## src/rtl/npc_pkg.sv

```systemverilog
// Shared constants, fetch-state encoding and helper for the instruction fetch slice.
// XLEN is fixed at 32. The IFU_EBREAK_HALT_EN build option is consumed in ifu_fetch.
package npc_pkg;

    localparam int XLEN = 32;

    localparam logic [XLEN-1:0] RESET_PC_DEFAULT = 32'h8000_0000;
    localparam logic [XLEN-1:0] INST_EBREAK      = 32'h0010_0073;
    localparam logic [XLEN-1:0] PC_STEP          = 32'd4;

    typedef enum logic [1:0] {
        FS_REQ  = 2'd0,
        FS_WAIT = 2'd1,
        FS_HOLD = 2'd2,
        FS_HALT = 2'd3
    } fetch_state_e;

    // One delivered instruction as presented to decode.
    typedef struct packed {
        logic [XLEN-1:0] instruction;
        logic [XLEN-1:0] pc;
        logic            err;
    } fetch_pkt_t;

    // Sequential successor; wraps modulo 2^XLEN.
    function automatic logic [XLEN-1:0] seq_next_pc(input logic [XLEN-1:0] cur);
        return cur + PC_STEP;
    endfunction

endpackage

```

## src/rtl/ifu_fetch_if.sv

```systemverilog
// Fetch-unit bundle: imem request/response, instruction delivery to the core,
// redirect from execute and halt status. master = fetch unit, slave = environment.
interface ifu_fetch_if;
    import npc_pkg::*;

    logic            imem_req_valid;
    logic            imem_req_ready;
    logic [XLEN-1:0] imem_req_addr;
    logic            imem_rsp_valid;
    logic [XLEN-1:0] imem_rsp_data;
    logic            imem_rsp_err;

    logic            inst_valid;
    logic            inst_ready;
    logic [XLEN-1:0] instruction;
    logic [XLEN-1:0] pc;
    logic            fetch_err;

    logic            redirect_valid;
    logic [XLEN-1:0] redirect_pc;

    logic            halted;

    modport master (
        output imem_req_valid, imem_req_addr,
        input  imem_req_ready,
        input  imem_rsp_valid, imem_rsp_data, imem_rsp_err,
        output inst_valid, instruction, pc, fetch_err,
        input  inst_ready,
        input  redirect_valid, redirect_pc,
        output halted
    );

    modport slave (
        input  imem_req_valid, imem_req_addr,
        output imem_req_ready,
        output imem_rsp_valid, imem_rsp_data, imem_rsp_err,
        input  inst_valid, instruction, pc, fetch_err,
        output inst_ready,
        output redirect_valid, redirect_pc,
        input  halted
    );

endinterface

```

## src/rtl/ifu_pc_reg.sv

```systemverilog
// Architectural fetch PC register: holds, takes a redirect target, or steps by 4.
// Redirect always wins over the sequential step.
module ifu_pc_reg
    import npc_pkg::*;
#(
    parameter logic [XLEN-1:0] RESET_PC = RESET_PC_DEFAULT
) (
    input  logic            clk,
    input  logic            rst,
    input  logic            load_redirect,
    input  logic            load_seq,
    input  logic [XLEN-1:0] redirect_pc,
    input  logic [XLEN-1:0] seq_base,
    output logic [XLEN-1:0] fetch_pc
);

    logic [XLEN-1:0] fetch_pc_reg;
    logic [XLEN-1:0] fetch_pc_next;

    always_comb begin
        fetch_pc_next = fetch_pc_reg;
        if (load_redirect) begin
            fetch_pc_next = redirect_pc;
        end else if (load_seq) begin
            fetch_pc_next = seq_next_pc(seq_base);
        end
    end

    always_ff @(posedge clk) begin
        if (rst) begin
            fetch_pc_reg <= RESET_PC;
        end else begin
            fetch_pc_reg <= fetch_pc_next;
        end
    end

    assign fetch_pc = fetch_pc_reg;

endmodule

```

## src/rtl/ifu_fetch.sv

```systemverilog
// Instruction fetch unit: one outstanding imem read, held {instruction, pc} for the core,
// redirects from execute. Define IFU_EBREAK_HALT_EN to stop fetching after an ebreak is consumed.
module ifu_fetch
    import npc_pkg::*;
#(
    parameter logic [XLEN-1:0] RESET_PC = RESET_PC_DEFAULT
) (
    input  logic        clk,
    input  logic        rst,
    ifu_fetch_if.master bus
);

    localparam logic [1:0] REQ  = FS_REQ;
    localparam logic [1:0] WAIT = FS_WAIT;
    localparam logic [1:0] HOLD = FS_HOLD;
`ifdef IFU_EBREAK_HALT_EN
    localparam logic [1:0] HALT = FS_HALT;
`endif

    logic [1:0]      state_reg;
    logic [1:0]      state_next;
    logic            drop_reg;
    logic            drop_next;
    fetch_pkt_t      pkt_reg;
    fetch_pkt_t      pkt_next;

    logic [XLEN-1:0] fetch_pc;
    logic            pc_load_redirect;
    logic            pc_load_seq;

    ifu_pc_reg #(
        .RESET_PC (RESET_PC)
    ) u_pc_reg (
        .clk           (clk),
        .rst           (rst),
        .load_redirect (pc_load_redirect),
        .load_seq      (pc_load_seq),
        .redirect_pc   (bus.redirect_pc),
        .seq_base      (pkt_reg.pc),
        .fetch_pc      (fetch_pc)
    );

    always_comb begin
        state_next       = state_reg;
        drop_next        = drop_reg;
        pkt_next         = pkt_reg;
        pc_load_redirect = 1'b0;
        pc_load_seq      = 1'b0;

        case (state_reg)
            REQ: begin
                pc_load_redirect = bus.redirect_valid;
                // A redirect in the accept cycle still lets the old-address request go out;
                // its response is marked for discard.
                if (bus.imem_req_ready) begin
                    state_next = WAIT;
                    drop_next  = bus.redirect_valid;
                end
            end

            WAIT: begin
                if (bus.redirect_valid) begin
                    pc_load_redirect = 1'b1;
                    drop_next        = 1'b1;
                end
                if (bus.imem_rsp_valid) begin
                    if (drop_reg || bus.redirect_valid) begin
                        drop_next  = 1'b0;
                        state_next = REQ;
                    end else begin
                        pkt_next.instruction = bus.imem_rsp_data;
                        pkt_next.pc          = fetch_pc;
                        pkt_next.err         = bus.imem_rsp_err;
                        state_next           = HOLD;
                    end
                end
            end

            HOLD: begin
                if (bus.inst_ready) begin
                    pc_load_redirect = bus.redirect_valid;
                    pc_load_seq      = !bus.redirect_valid;
                    state_next       = REQ;
`ifdef IFU_EBREAK_HALT_EN
                    if (pkt_reg.instruction == INST_EBREAK) begin
                        state_next = HALT;
                    end
`endif
                end else if (bus.redirect_valid) begin
                    // Held instruction is on the wrong path; drop it unconsumed.
                    pc_load_redirect = 1'b1;
                    state_next       = REQ;
                end
            end

`ifdef IFU_EBREAK_HALT_EN
            HALT: begin
                state_next = HALT;
            end
`endif

            default: begin
                state_next = REQ;
            end
        endcase
    end

    always_ff @(posedge clk) begin
        if (rst) begin
            state_reg           <= REQ;
            drop_reg            <= 1'b0;
            pkt_reg.instruction <= '0;
            pkt_reg.pc          <= RESET_PC;
            pkt_reg.err         <= 1'b0;
        end else begin
            state_reg <= state_next;
            drop_reg  <= drop_next;
            pkt_reg   <= pkt_next;
        end
    end

    assign bus.imem_req_valid = (state_reg == REQ) && !rst;
    assign bus.imem_req_addr  = fetch_pc;

    assign bus.inst_valid     = (state_reg == HOLD);
    assign bus.instruction    = pkt_reg.instruction;
    assign bus.pc             = pkt_reg.pc;
    assign bus.fetch_err      = pkt_reg.err;

`ifdef IFU_EBREAK_HALT_EN
    assign bus.halted = (state_reg == HALT);
`else
    assign bus.halted = 1'b0;
`endif

endmodule

```

## src/flat_wrapper.sv

```systemverilog
// flat-port wrapper written by rule: the top's interface ports become plain ports
module ifu_fetch_flat import npc_pkg::*;
#(
    parameter logic [XLEN-1:0] RESET_PC = RESET_PC_DEFAULT
)
  (clk, rst, bus_imem_req_valid, bus_imem_req_addr, bus_imem_req_ready, bus_imem_rsp_valid, bus_imem_rsp_data, bus_imem_rsp_err, bus_inst_valid, bus_instruction, bus_pc, bus_fetch_err, bus_inst_ready, bus_redirect_valid, bus_redirect_pc, bus_halted);
  ifu_fetch_if bus_i ();
  input  logic clk;
  input  logic rst;
  output wire logic [$bits(bus_i.imem_req_valid)-1:0] bus_imem_req_valid;
  output wire logic [$bits(bus_i.imem_req_addr)-1:0] bus_imem_req_addr;
  input wire logic [$bits(bus_i.imem_req_ready)-1:0] bus_imem_req_ready;
  input wire logic [$bits(bus_i.imem_rsp_valid)-1:0] bus_imem_rsp_valid;
  input wire logic [$bits(bus_i.imem_rsp_data)-1:0] bus_imem_rsp_data;
  input wire logic [$bits(bus_i.imem_rsp_err)-1:0] bus_imem_rsp_err;
  output wire logic [$bits(bus_i.inst_valid)-1:0] bus_inst_valid;
  output wire logic [$bits(bus_i.instruction)-1:0] bus_instruction;
  output wire logic [$bits(bus_i.pc)-1:0] bus_pc;
  output wire logic [$bits(bus_i.fetch_err)-1:0] bus_fetch_err;
  input wire logic [$bits(bus_i.inst_ready)-1:0] bus_inst_ready;
  input wire logic [$bits(bus_i.redirect_valid)-1:0] bus_redirect_valid;
  input wire logic [$bits(bus_i.redirect_pc)-1:0] bus_redirect_pc;
  output wire logic [$bits(bus_i.halted)-1:0] bus_halted;
  assign bus_imem_req_valid = bus_i.imem_req_valid;
  assign bus_imem_req_addr = bus_i.imem_req_addr;
  assign bus_i.imem_req_ready = bus_imem_req_ready;
  assign bus_i.imem_rsp_valid = bus_imem_rsp_valid;
  assign bus_i.imem_rsp_data = bus_imem_rsp_data;
  assign bus_i.imem_rsp_err = bus_imem_rsp_err;
  assign bus_inst_valid = bus_i.inst_valid;
  assign bus_instruction = bus_i.instruction;
  assign bus_pc = bus_i.pc;
  assign bus_fetch_err = bus_i.fetch_err;
  assign bus_i.inst_ready = bus_inst_ready;
  assign bus_i.redirect_valid = bus_redirect_valid;
  assign bus_i.redirect_pc = bus_redirect_pc;
  assign bus_halted = bus_i.halted;
  ifu_fetch #(.RESET_PC(RESET_PC)) u_core (.clk(clk), .rst(rst), .bus(bus_i));
endmodule
```

## config.mk

```make
export PLATFORM = sky130hd
export DESIGN_NAME = ifu_fetch_flat
export DESIGN_NICKNAME = d
export VERILOG_FILES = /design/src/rtl/npc_pkg.sv /design/src/rtl/ifu_fetch_if.sv /design/src/rtl/ifu_pc_reg.sv /design/src/rtl/ifu_fetch.sv /design/src/flat_wrapper.sv
export SDC_FILE = /design/constraint.sdc
export NUM_CORES = 1
export LEC_CHECK = 0
export BUFFER_PORTS_ARGS = -buffer_cell sky130_fd_sc_hd__buf_4
export CORE_MARGIN = 4
export CORE_UTILIZATION = 35
export DETAILED_ROUTE_END_ITERATION = 7
export GPL_TIMING_DRIVEN = 0
export MAX_ROUTING_LAYER = met4
export PLACE_DENSITY = 0.62
export SYNTH_ARGS = -nofsm -noshare
export SYNTH_HDL_FRONTEND = slang
export SYNTH_SLANG_ARGS = --single-unit
```

## constraint.sdc

```tcl
create_clock -name clk -period 1.8 [get_ports clk]
set_clock_uncertainty 0.2 [all_clocks]
set_input_delay 0.45 -clock clk [delete_from_list [all_inputs] [get_ports clk]]
set_output_delay 0.45 -clock clk [all_outputs]
set_load 0.01 [all_outputs]
```

Yosys cells after proc, flatten, opt, wreduce, memory -nomap -nowiden
Cells that the tools add are included.
{"block": "totals", "regBits": 100}
{"block": "classes", "n_reduce_logical": 10, "bitwise": 1, "muxes": 18, "add_sub_neg": 1, "eq_ne": 5}
{"operator": "2-to-1 mux 32 bit", "count": 2}
{"operator": "adder 32 x 3 -> 32 bit (second input constant)", "count": 1}
{"operator": "2-to-1 mux 2 bit", "count": 5}
{"operator": "2-to-1 mux 1 bit", "count": 8}
{"operator": "case mux 2 bit (3 select lines)", "count": 1}
{"operator": "AND reduction 3 bit", "count": 2}
{"operator": "!= test 2 bit (second input constant)", "count": 2}
{"operator": "nonzero test 2 bit", "count": 2}
{"operator": "!= test 3 x 1 -> 1 bit (second input constant)", "count": 1}
{"operator": "case mux 1 bit (3 select lines)", "count": 1}
{"operator": "equality test 2 x 1 -> 1 bit (second input constant)", "count": 1}
{"operator": "equality test 2 bit (second input constant)", "count": 1}
{"operator": "zero test 1 bit", "count": 2}
{"operator": "zero test 2 bit", "count": 1}
{"operator": "case mux 1 bit (2 select lines)", "count": 1}
{"operator": "AND reduction 2 bit", "count": 1}
{"operator": "logical AND 1 bit", "count": 1}
{"operator": "logical OR 1 bit", "count": 1}
{"operator": "inverter 1 bit", "count": 1}

Logic depth before layout (Yosys ltp)
Gate-level depths: netlist of the first run.
{"block": "logic_depth", "depth_word": 5, "depth_mapped": 8}

Cells and area by module
Synthesis of the first run repeated with hierarchy kept, for this count alone.
{"block": "unflattened", "hier_cells": 548, "hier_area_um2": 4743.3}
{"mod": "ifu_fetch", "cells_per_inst": 306, "n_inst": 1, "area_per_inst_um2": 2787.7, "seq_area_each_um2": 1361.3}
{"mod": "ifu_pc_reg", "cells_per_inst": 242, "n_inst": 1, "area_per_inst_um2": 1955.6, "seq_area_each_um2": 640.6}

Least setup slack after synthesis of the first run
No wires, ideal clock.
{"block": "synth_path", "path_kind": "reg-to-reg", "startpoint": "register u_core.bus.pc[2] (netlist name)", "endpoint": "register u_core.u_pc_reg.fetch_pc_reg[18] (netlist: u_core.u_pc_reg.fetch_pc[18])", "stages_incl_launch_ff": 8, "setup_time_ns": 0.101, "slack_ns": -0.222, "t_required_ns": 1.499, "t_arrival_ns": 1.721, "cell_sequence": "dfxtp_1 -> ha_1 -> clkbuf_1 -> nand3_1 -> nor4_1 -> or3_1 -> nand2_1 -> o41ai_1"}
{"block": "synth_via", "elab_chain_len": 3}
{"element": "adder 32 x 3 -> 32 bit", "line_no": "npc_pkg.sv:27", "source": "return cur + PC_STEP;"}
{"element": "2-to-1 mux 32 bit", "line_no": "ifu_pc_reg.sv:24", "source": "end else if (load_seq) begin"}
{"element": "2-to-1 mux 32 bit", "line_no": "ifu_pc_reg.sv:22", "source": "if (load_redirect) begin"}
{"element": "to (signal assigned)", "line_no": "ifu_pc_reg.sv:33", "source": "fetch_pc_reg <= fetch_pc_next;"}
{"element": "to (decl)", "line_no": "ifu_pc_reg.sv:17", "source": "logic [XLEN-1:0] fetch_pc_reg;"}
No other way between the ends. The select of a mux whose other input is x is not followed.
A chain may end at the register's enable or synchronous reset.

Worst setup path in the final report of the first run
{"block": "layout_path", "startpoint": "register u_core.bus.pc[11] (netlist name)", "endpoint": "register u_core.u_pc_reg.fetch_pc_reg[26] (netlist: u_core.u_pc_reg.fetch_pc[26])"}
{"block": "layout_via", "elab_chain_len": 3}
{"element": "adder 32 x 3 -> 32 bit", "line_no": "npc_pkg.sv:27"}
{"element": "2-to-1 mux 32 bit", "line_no": "ifu_pc_reg.sv:24"}
{"element": "2-to-1 mux 32 bit", "line_no": "ifu_pc_reg.sv:22"}
No other way between the ends. The select of a mux whose other input is x is not followed.

==> run summary, run 1 <==
The run finished, with violations left. The final reports fail on setup timing. The non-filler instance count after layout came out at 946. Yosys instantiated no cell more often than sky130_fd_sc_hd__nand2_1. The run gives 0.858 as the final weighted congestion of routability-driven global placement. In this run the biggest area consumer among cell types represents 45.8% of the synthesized area. The worst min-delay path category was input pin to flip-flop. The cell leakage power was 2.80 nW; the number of synthesized flops with an enable pin was 0. The area added between synthesis and finish is 54.6%, and the length of the first detailed-routing pass in iterations is 5. The cell sitting at the root of the clock tree is a sky130_fd_sc_hd__clkbuf_16.

The logs give 2 for the number of buffers on the longest clock path and 14300 µm² for the die outline area. For this block, the via count after detailed routing is 4956. Clock tree synthesis inserted a total of 9 buffers. In this run the mean area of a mapped cell was 7.79 µm².

After detailed routing, the number of vias per cell comes to 5.24. Ranked by instance count, the synthesized netlist is headed by 163 x sky130_fd_sc_hd__nand2_1, 100 x sky130_fd_sc_hd__dfxtp_1, 83 x sky130_fd_sc_hd__a21oi_1. The largest net degree at the start of global routing is 17, and the final routed wire length divided by cell count is 17.3 µm.

The family of cells with the greatest summed delay on the critical path was simple AND/OR/NAND/NOR gates. The run gives 4844 as the via count of the first global-routing pass. The clock insertion delay at the later pin of the skew report was 350 ps. Counting every net in the synthesized netlist gives 633. Measured along the y axis, the die boundary spans 120 µm. Power spread over the standard cell area amounts to 711 nW/µm². The largest incremental delay on the critical path was 360 ps; the mapped cell area was 4370 µm².

The first global-routing pass estimated 25400 µm of wire. The width of the die is 120 µm. Of all nets on the critical path, the largest fanout is 4. The register area share after synthesis is 45.8%. The shortest period the worst path allows is 1850 ps.

171 I/O pins were placed. The placed cell area came out at 5910 µm². The run gives 1880 ps as the arrival time at the worst endpoint. Yosys attributes the largest share of cell area to sky130_fd_sc_hd__dfxtp_1 46%, sky130_fd_sc_hd__nand2_1 14%, sky130_fd_sc_hd__a21oi_1 9.5%.

The initial antenna violation count is 0, and the count of cell types in the netlist is 49. Of the available clock period, the critical path in the final layout requires 103%. Worst-case headroom to the max-slew limit: 50.5%. After clock tree synthesis, the clock-pin slew on the worst setup and hold paths is 70 ps. The run gives 0 as the remaining number of nets flagged by the antenna check after routing.

The final layout contains routed wiring with a total length of 16400 µm. Final count of hold timing violations: 0. The largest individual stage delay along the critical path comes from the cell sky130_fd_sc_hd__dfxtp_4. Walking the worst path, the cells encountered are nand4_4, buf_6, nor4_4, buf_4, nand4_1, a22oi_1, o41ai_1. VDD sags by at most 0.718 mV. The starting density of the core is 36.1%. The kind of critical path was flip-flop to flip-flop. Once placement completed, the tool counted placed cells totaling 898. The total congestion overflow is 0, and the total clock sinks is 100. After the first detailed-routing iteration, the DRC count stood at 470.

The tool flagged a number of max-cap violations equal to 0. The post-layout net count was 845; the layout cell share with drive strength beyond 1 was 39.2%. Setup violations remaining at the end of the flow were counted as 2. The H-tree was split into 3 levels. Synthesis handed over a netlist of 561 instances. The number of buffers and inverters on the critical path works out to 2. For the pin with the worst max-slew slack, the measured transition is 743 ps. At the worst endpoint, the required time is 1830 ps. The number of slew-limit violations in the final report was 0. The most instantiated flip-flop cell in the synthesis netlist is sky130_fd_sc_hd__dfxtp_1. TritonCTS built the clock tree. Summed over all nets, the half-perimeter wirelength after detailed placement is 11600 µm. The final critical-path setup slack is -48.8 ps. The run gives 541 MHz as the maximum clock rate. The count of antenna diodes in the layout was 0; the detailed-route DRC error count was 0.

Setup repair after global routing could not meet its margin everywhere. After floorplanning, the core was divided into 40 placement rows. Cell type contributing the most total cell area after synthesis: sky130_fd_sc_hd__dfxtp_1. The async set or reset register ratio after synthesis works out to 0%. The count of port buffers added during placement came out at 169.

The worst setup path is launched from a flip-flop. The cts-stage hold buffer count was 0. For this run, the number of Yosys warnings is 0. The finished cells cover 6760 µm². Synthesis inferred 100 register bits. After floorplanning, the core was sized to cover 12100 µm². STA classifies the critical path endpoint as a flip-flop.

The combined global-route utilization of all metal layers was 22.8%.
[final cells by class]
cell class,instances,area (µm²)
Buffer,38,274
Clock buffer,11,253
Clock inverter,5,36.3
Fill cell,1149,5350
Inverter,6,22.5
Multi-Input combinational cell,415,2350
Sequential cell,100,2080
Tap cell,168,210
Timing Repair Buffer,203,1540
[tightest hold or removal path: cells and delay by family]
family / cells / cell delay (ps)
compound gates: 1 / 50
buf+inv: 1 / 80
simple gates: 1 / 70
[per-stage QoR]
| stage | setup slack [ps] | power, mW | hold WS, ps | utilization (%) | TNS (ps) |
|---|---|---|---|---|---|
| global placement | -621 | 2.91 | 243 | 48.8 | -37460 |
| finish | -48.8 | 4.81 | 130 | 55.8 | -63.7 |
| CTS | -54.2 | 4.82 | 114 | 54.1 | -106 |
| floorplan | -9.30 | 2.60 | 275 | - | -9.30 |
| global route | -90.7 | 4.99 | 140 | 55.8 | -1370 |
| detailed placement | -670 | 2.92 | 250 | 48.8 | -41210 |
[cells by family after synthesis]
logic type / synth area share (%)
other cells: 0.0858
compound gates: 18.9
buf+inv: 4.18
fa+ha+maj: 0.286
xor+xnor: 4.41
flops: 45.8
simple gates: 26.4
[where the power goes]
part           total [mW]  internal [mW]  switching (mW)
registers            2.32           2.25          0.0626
clock network        1.90           1.01           0.890
logic               0.586          0.293           0.293
[layout by cell type (no fill, tap or decap), types with 4 or more instances in the layout]
cell type                   synthesis  final
sky130_fd_sc_hd__dfxtp_4            0     19
sky130_fd_sc_hd__clkbuf_4           0      5
sky130_fd_sc_hd__clkbuf_16          0      9
sky130_fd_sc_hd__xnor2_1            5      5
sky130_fd_sc_hd__dfxtp_1          100     78
sky130_fd_sc_hd__nor3_1            10      8
sky130_fd_sc_hd__and3_1             7      6
sky130_fd_sc_hd__clkbuf_1          28      9
sky130_fd_sc_hd__inv_1              5      5
sky130_fd_sc_hd__o21ai_0            9      8
sky130_fd_sc_hd__buf_6              0     14
sky130_fd_sc_hd__xor2_1            17     17
sky130_fd_sc_hd__a22oi_1            9      9
sky130_fd_sc_hd__nand2_1          163    161
sky130_fd_sc_hd__nand4_1           13     13
sky130_fd_sc_hd__clkbuf_2           0      6
sky130_fd_sc_hd__nand3_2            0      4
sky130_fd_sc_hd__nor2_1            25     22
sky130_fd_sc_hd__buf_4              1    204
sky130_fd_sc_hd__a21oi_1           83     83
sky130_fd_sc_hd__nand3_1           20     15
[what timing repair did]
item,in CTS,in global routing
resized for setup,73,47
endpoints found under the hold margin,0,0
pin swaps,8,11
setup buffers,23,10
setup endpoints to repair,94,83
cloned,0,1
[metal layers]
| layer | track usage [%] | part of all wire (%) | vias up |
|---|---|---|---|
| li1 | - | - | 2363 |
| met1 | 27.8 | 43 | 2384 |
| met2 | 36.9 | 48 | 185 |
| met3 | 6.69 | 8.1 | 24 |
| met4 | 6.66 | 1.6 | 0 |
| met5 | - | 0 | - |
[path summary, 6_finish.rpt]
path / startpoint / end / slack, ps / cells past startpoint
worst max register to register: u_core.bus.pc[11]$_SDFFE_PP0P_ / u_core.u_pc_reg.fetch_pc[26]$_SDFFE_PP0P_ / -50 / 7
worst min register to register: u_core.bus.instruction[24]$_SDFFE_PP0P_ / u_core.bus.instruction[24]$_SDFFE_PP0P_ / 260 / 2
worst max-delay path: u_core.bus.pc[11]$_SDFFE_PP0P_ / u_core.u_pc_reg.fetch_pc[26]$_SDFFE_PP0P_ / -50 / 7
worst min-delay path: bus_redirect_pc[6] / u_core.u_pc_reg.fetch_pc[6]$_SDFFE_PP0P_ / 130 / 3
No activity file was read; power rests on OpenSTA's default activity.
==> run 2, diff against run 1 <==
==> constraint.sdc (replaced) <==
create_clock -name clk -period 1.8 [get_ports clk]
set_clock_uncertainty 0.2 [all_clocks]
set_input_delay 0.45 -clock clk [delete_from_list [all_inputs] [get_ports clk]]
set_output_delay 0.45 -clock clk [all_outputs]
set_load 0.1 [all_outputs]
==> run 2 against run 1 <==
- the run still ends with setup timing left
- sequential share of layout area is 2.6 points lower
- routed wire length rose by 6.8%
- global-route usage up 0.46 points
- register-to-register slack lost 20 ps
- count of clock-buffer cells in the layout up 1
- final cell count increased by 2.1%
- clock power shrank 7%
- total power rose by 9.1%
- combinational power is 98% higher
- critical path depth shrank 4
- fmax down 1.8%
- non-clock buffer count rose by 21
==> run summary, run 2 (same netlist as run 1, synthesis figures left out) <==
The y dimension of the die is 120 µm, and the net load switching power is 1.70 mW. The worst min-delay path category was input pin to flip-flop. For flop-to-flop paths, the worst setup slack is -70 ps. For this configuration, the core starts out at a cell density of 36.1%.

The path with the worst hold slack has its endpoint at u_core.u_pc_reg.fetch_pc[5]$_SDFFE_PP0P_. For the combined global-route utilization of all metal layers, the log shows 23.3%. The launch instance of the worst min-delay path was bus_redirect_pc[5].

The floorplan step defined a die boundary enclosing 14300 µm². The top-level I/O count is 171. The initial antenna violation count is 0. In the final design database the tool counted 866 nets.

No sink is reached through more buffers than the 2 on the longest clock path. Cell depth of the worst flop-to-flop path: 9. Cell leakage power: 3.18 nW. Total number of H-tree levels: 3. After detailed routing, the total wire length is 17500 µm. For the final count of hold timing violations, the log shows 0. The internal power is 3.54 mW. Counting the buffers created by CTS gives 9.

The first global-routing pass estimated 25800 µm of wire. The clock network is responsible for 33.7% of the overall power. The shortest period the worst path allows is 1880 ps, and the logic gate share of total power is 22.1%. The beginning of the critical path was u_core.state_reg[1]$_SDFFE_PP0P_. The total clock sinks is 100, and the via count of the first global-routing pass is 4905.

0 antenna diodes ended up in the layout. The pre-antenna-repair detailed-routing pass consisted of 6 iterations. The endpoint identified for the worst register-to-register timing path is u_core.bus.instruction[14]$_SDFFE_PP0P_. The endpoint type of the worst setup path is an output pin. The actual slew at the worst max-slew pin is 807 ps.

Max-cap violations in this run came to 0. The clock root buffer is sky130_fd_sc_hd__clkbuf_16. After the flow finishes, the layout carries non-filler instances totaling 966. Largest fanout on the critical path: 6.

Registers are responsible for 44.2% of the overall power. The post-route total power was 5.24 mW; the placeable core area was 12100 µm². Leaving out fill and tap cells, the most frequent cell in the layout is sky130_fd_sc_hd__buf_4. For the worst setup path, the data required time is 1150 ps. The final weighted congestion of routability-driven global placement was 0.823. The worst-case IR drop observed on VDD is 0.517 mV. Setup repair after global routing could not meet its margin everywhere.

The floorplan has 40 rows. The detailed-route DRC error count is 0. TritonCTS built the clock tree.

The tools report the number of slew-limit violations in the final report as 0. By startpoint and endpoint, the worst setup path is classified as flip-flop to output pin. The number of instances on the worst hold path came out at 3.

The final reports fail on setup timing. Final worst hold slack: 131 ps. Of the total power, the share spent switching nets is 32.4%.

Using the TritonRoute via totals, the vias-per-cell ratio works out to 5.25. The areal power density over the cells was 705 nW/µm²; the width of the die was 120 µm. Data on the critical path arrives at its endpoint at 1230 ps.

Largest net degree at the start of global routing: 16. The final critical-path setup slack was -82.5 ps. Startpoint of the worst register-to-register path: u_core.state_reg[1]$_SDFFE_PP0P_. The number of vias in the routed layout is 5071, and the clock insertion delay at the later pin of the skew report is 350 ps. After global routing the overflow that remains totals 0.

During placement, the flow inserted port buffers numbering 169. The clock slew seen by the registers of the worst setup and hold paths works out to 70 ps. The area added between synthesis and finish is 70.1%, and the number of DRC markers in iteration 0 is 373.

The flow ran to the end, but the final reports show violations. The cell count after placement came out at 898. Remaining number of nets flagged by the antenna check after routing: 0.

In the layout the commonest cells are 217 x sky130_fd_sc_hd__buf_4, 136 x sky130_fd_sc_hd__nand2_1, 71 x sky130_fd_sc_hd__dfxtp_1, 45 x sky130_fd_sc_hd__a21oi_1, 38 x sky130_fd_sc_hd__a21oi_2. Dividing the final minimum period by the clock period gives 105%. The final routed wire length divided by cell count came out at 18.1 µm. The layout cell share with drive strength beyond 1 is 49.1%, and the maximum clock rate is 531 MHz. For the post-detailed-placement half-perimeter wirelength, the log shows 11500 µm. STA classifies the critical path startpoint as a flip-flop. Setup violations remaining at the end of the flow were counted as 49. Headroom to the max-slew limit came out at 46.2%.
[run 2: layout make-up]
type,count,area [µm²]
fillers,1086,4680
multi-input cells,415,2680
clock buffers,12,236
inverters,6,22.5
well taps,168,210
flip-flops and latches,100,2090
clock inverters,3,16.3
plain buffers,36,325
repair buffers,226,1850
[run 2: worst max-delay path by stage]
stage | end | slack [ps] | cells after the start
6_report | bus_imem_req_valid | -80 | 3
5_1_grt | u_core.u_pc_reg.fetch_pc[30]$_SDFFE_PP0P_ | -190 | 6
4_1_cts | bus_imem_req_valid | -80 | 3
3_5_place_dp | u_core.u_pc_reg.fetch_pc[25]$_SDFFE_PP0P_ | -600 | 7
3_3_place_gp | u_core.u_pc_reg.fetch_pc[25]$_SDFFE_PP0P_ | -560 | 7
2_1_floorplan | bus_imem_req_valid | -390 | 3
[run 2: metal layers]
| layer | track usage (%) | share of wire [%] | vias to the layer above |
|---|---|---|---|
| met5 | - | 0 | - |
| met3 | 5.42 | 7.5 | 20 |
| met1 | 29.3 | 43 | 2445 |
| li1 | - | - | 2404 |
| met4 | 7.87 | 1.4 | 0 |
| met2 | 37.0 | 48 | 202 |
[run 2: stage by stage]
stage	setup TNS (ps)	setup WS [ps]	util, %	cell area, µm²
floorplan	-2730	-392	-	4590
global placement	-34440	-559	50.1	6070
detailed placement	-38920	-598	50.1	6070
CTS	-634	-84.7	55.3	6700
global route	-6260	-186	61.4	7430
finish	-1770	-82.5	61.4	7430
[run 2: timing repair]
action / 4_1_cts / 5_1_grt
buffers inserted: 32 / 20
gates resized for setup: 58 / 134
endpoints found under the setup margin: 99 / 100
pin swaps: 6 / 46
gates cloned: 1 / 6
hold buffers: 0 / 0
[run 2: critical path, cell delays in order (launching register included)]
cell and delay, ps:
sky130_fd_sc_hd__dfxtp_2 330, sky130_fd_sc_hd__buf_6 140, sky130_fd_sc_hd__nor3_4 220, sky130_fd_sc_hd__buf_12 200
[run 2: power by group through the flow]
stage,clock network [mW],registers [mW],logic (mW)
floorplan,0,2.80,0.247
global placement,0,2.36,0.999
detailed placement,0,2.36,1.01
CTS,1.80,2.31,1.05
global route,1.89,2.32,1.21
finish,1.77,2.32,1.16
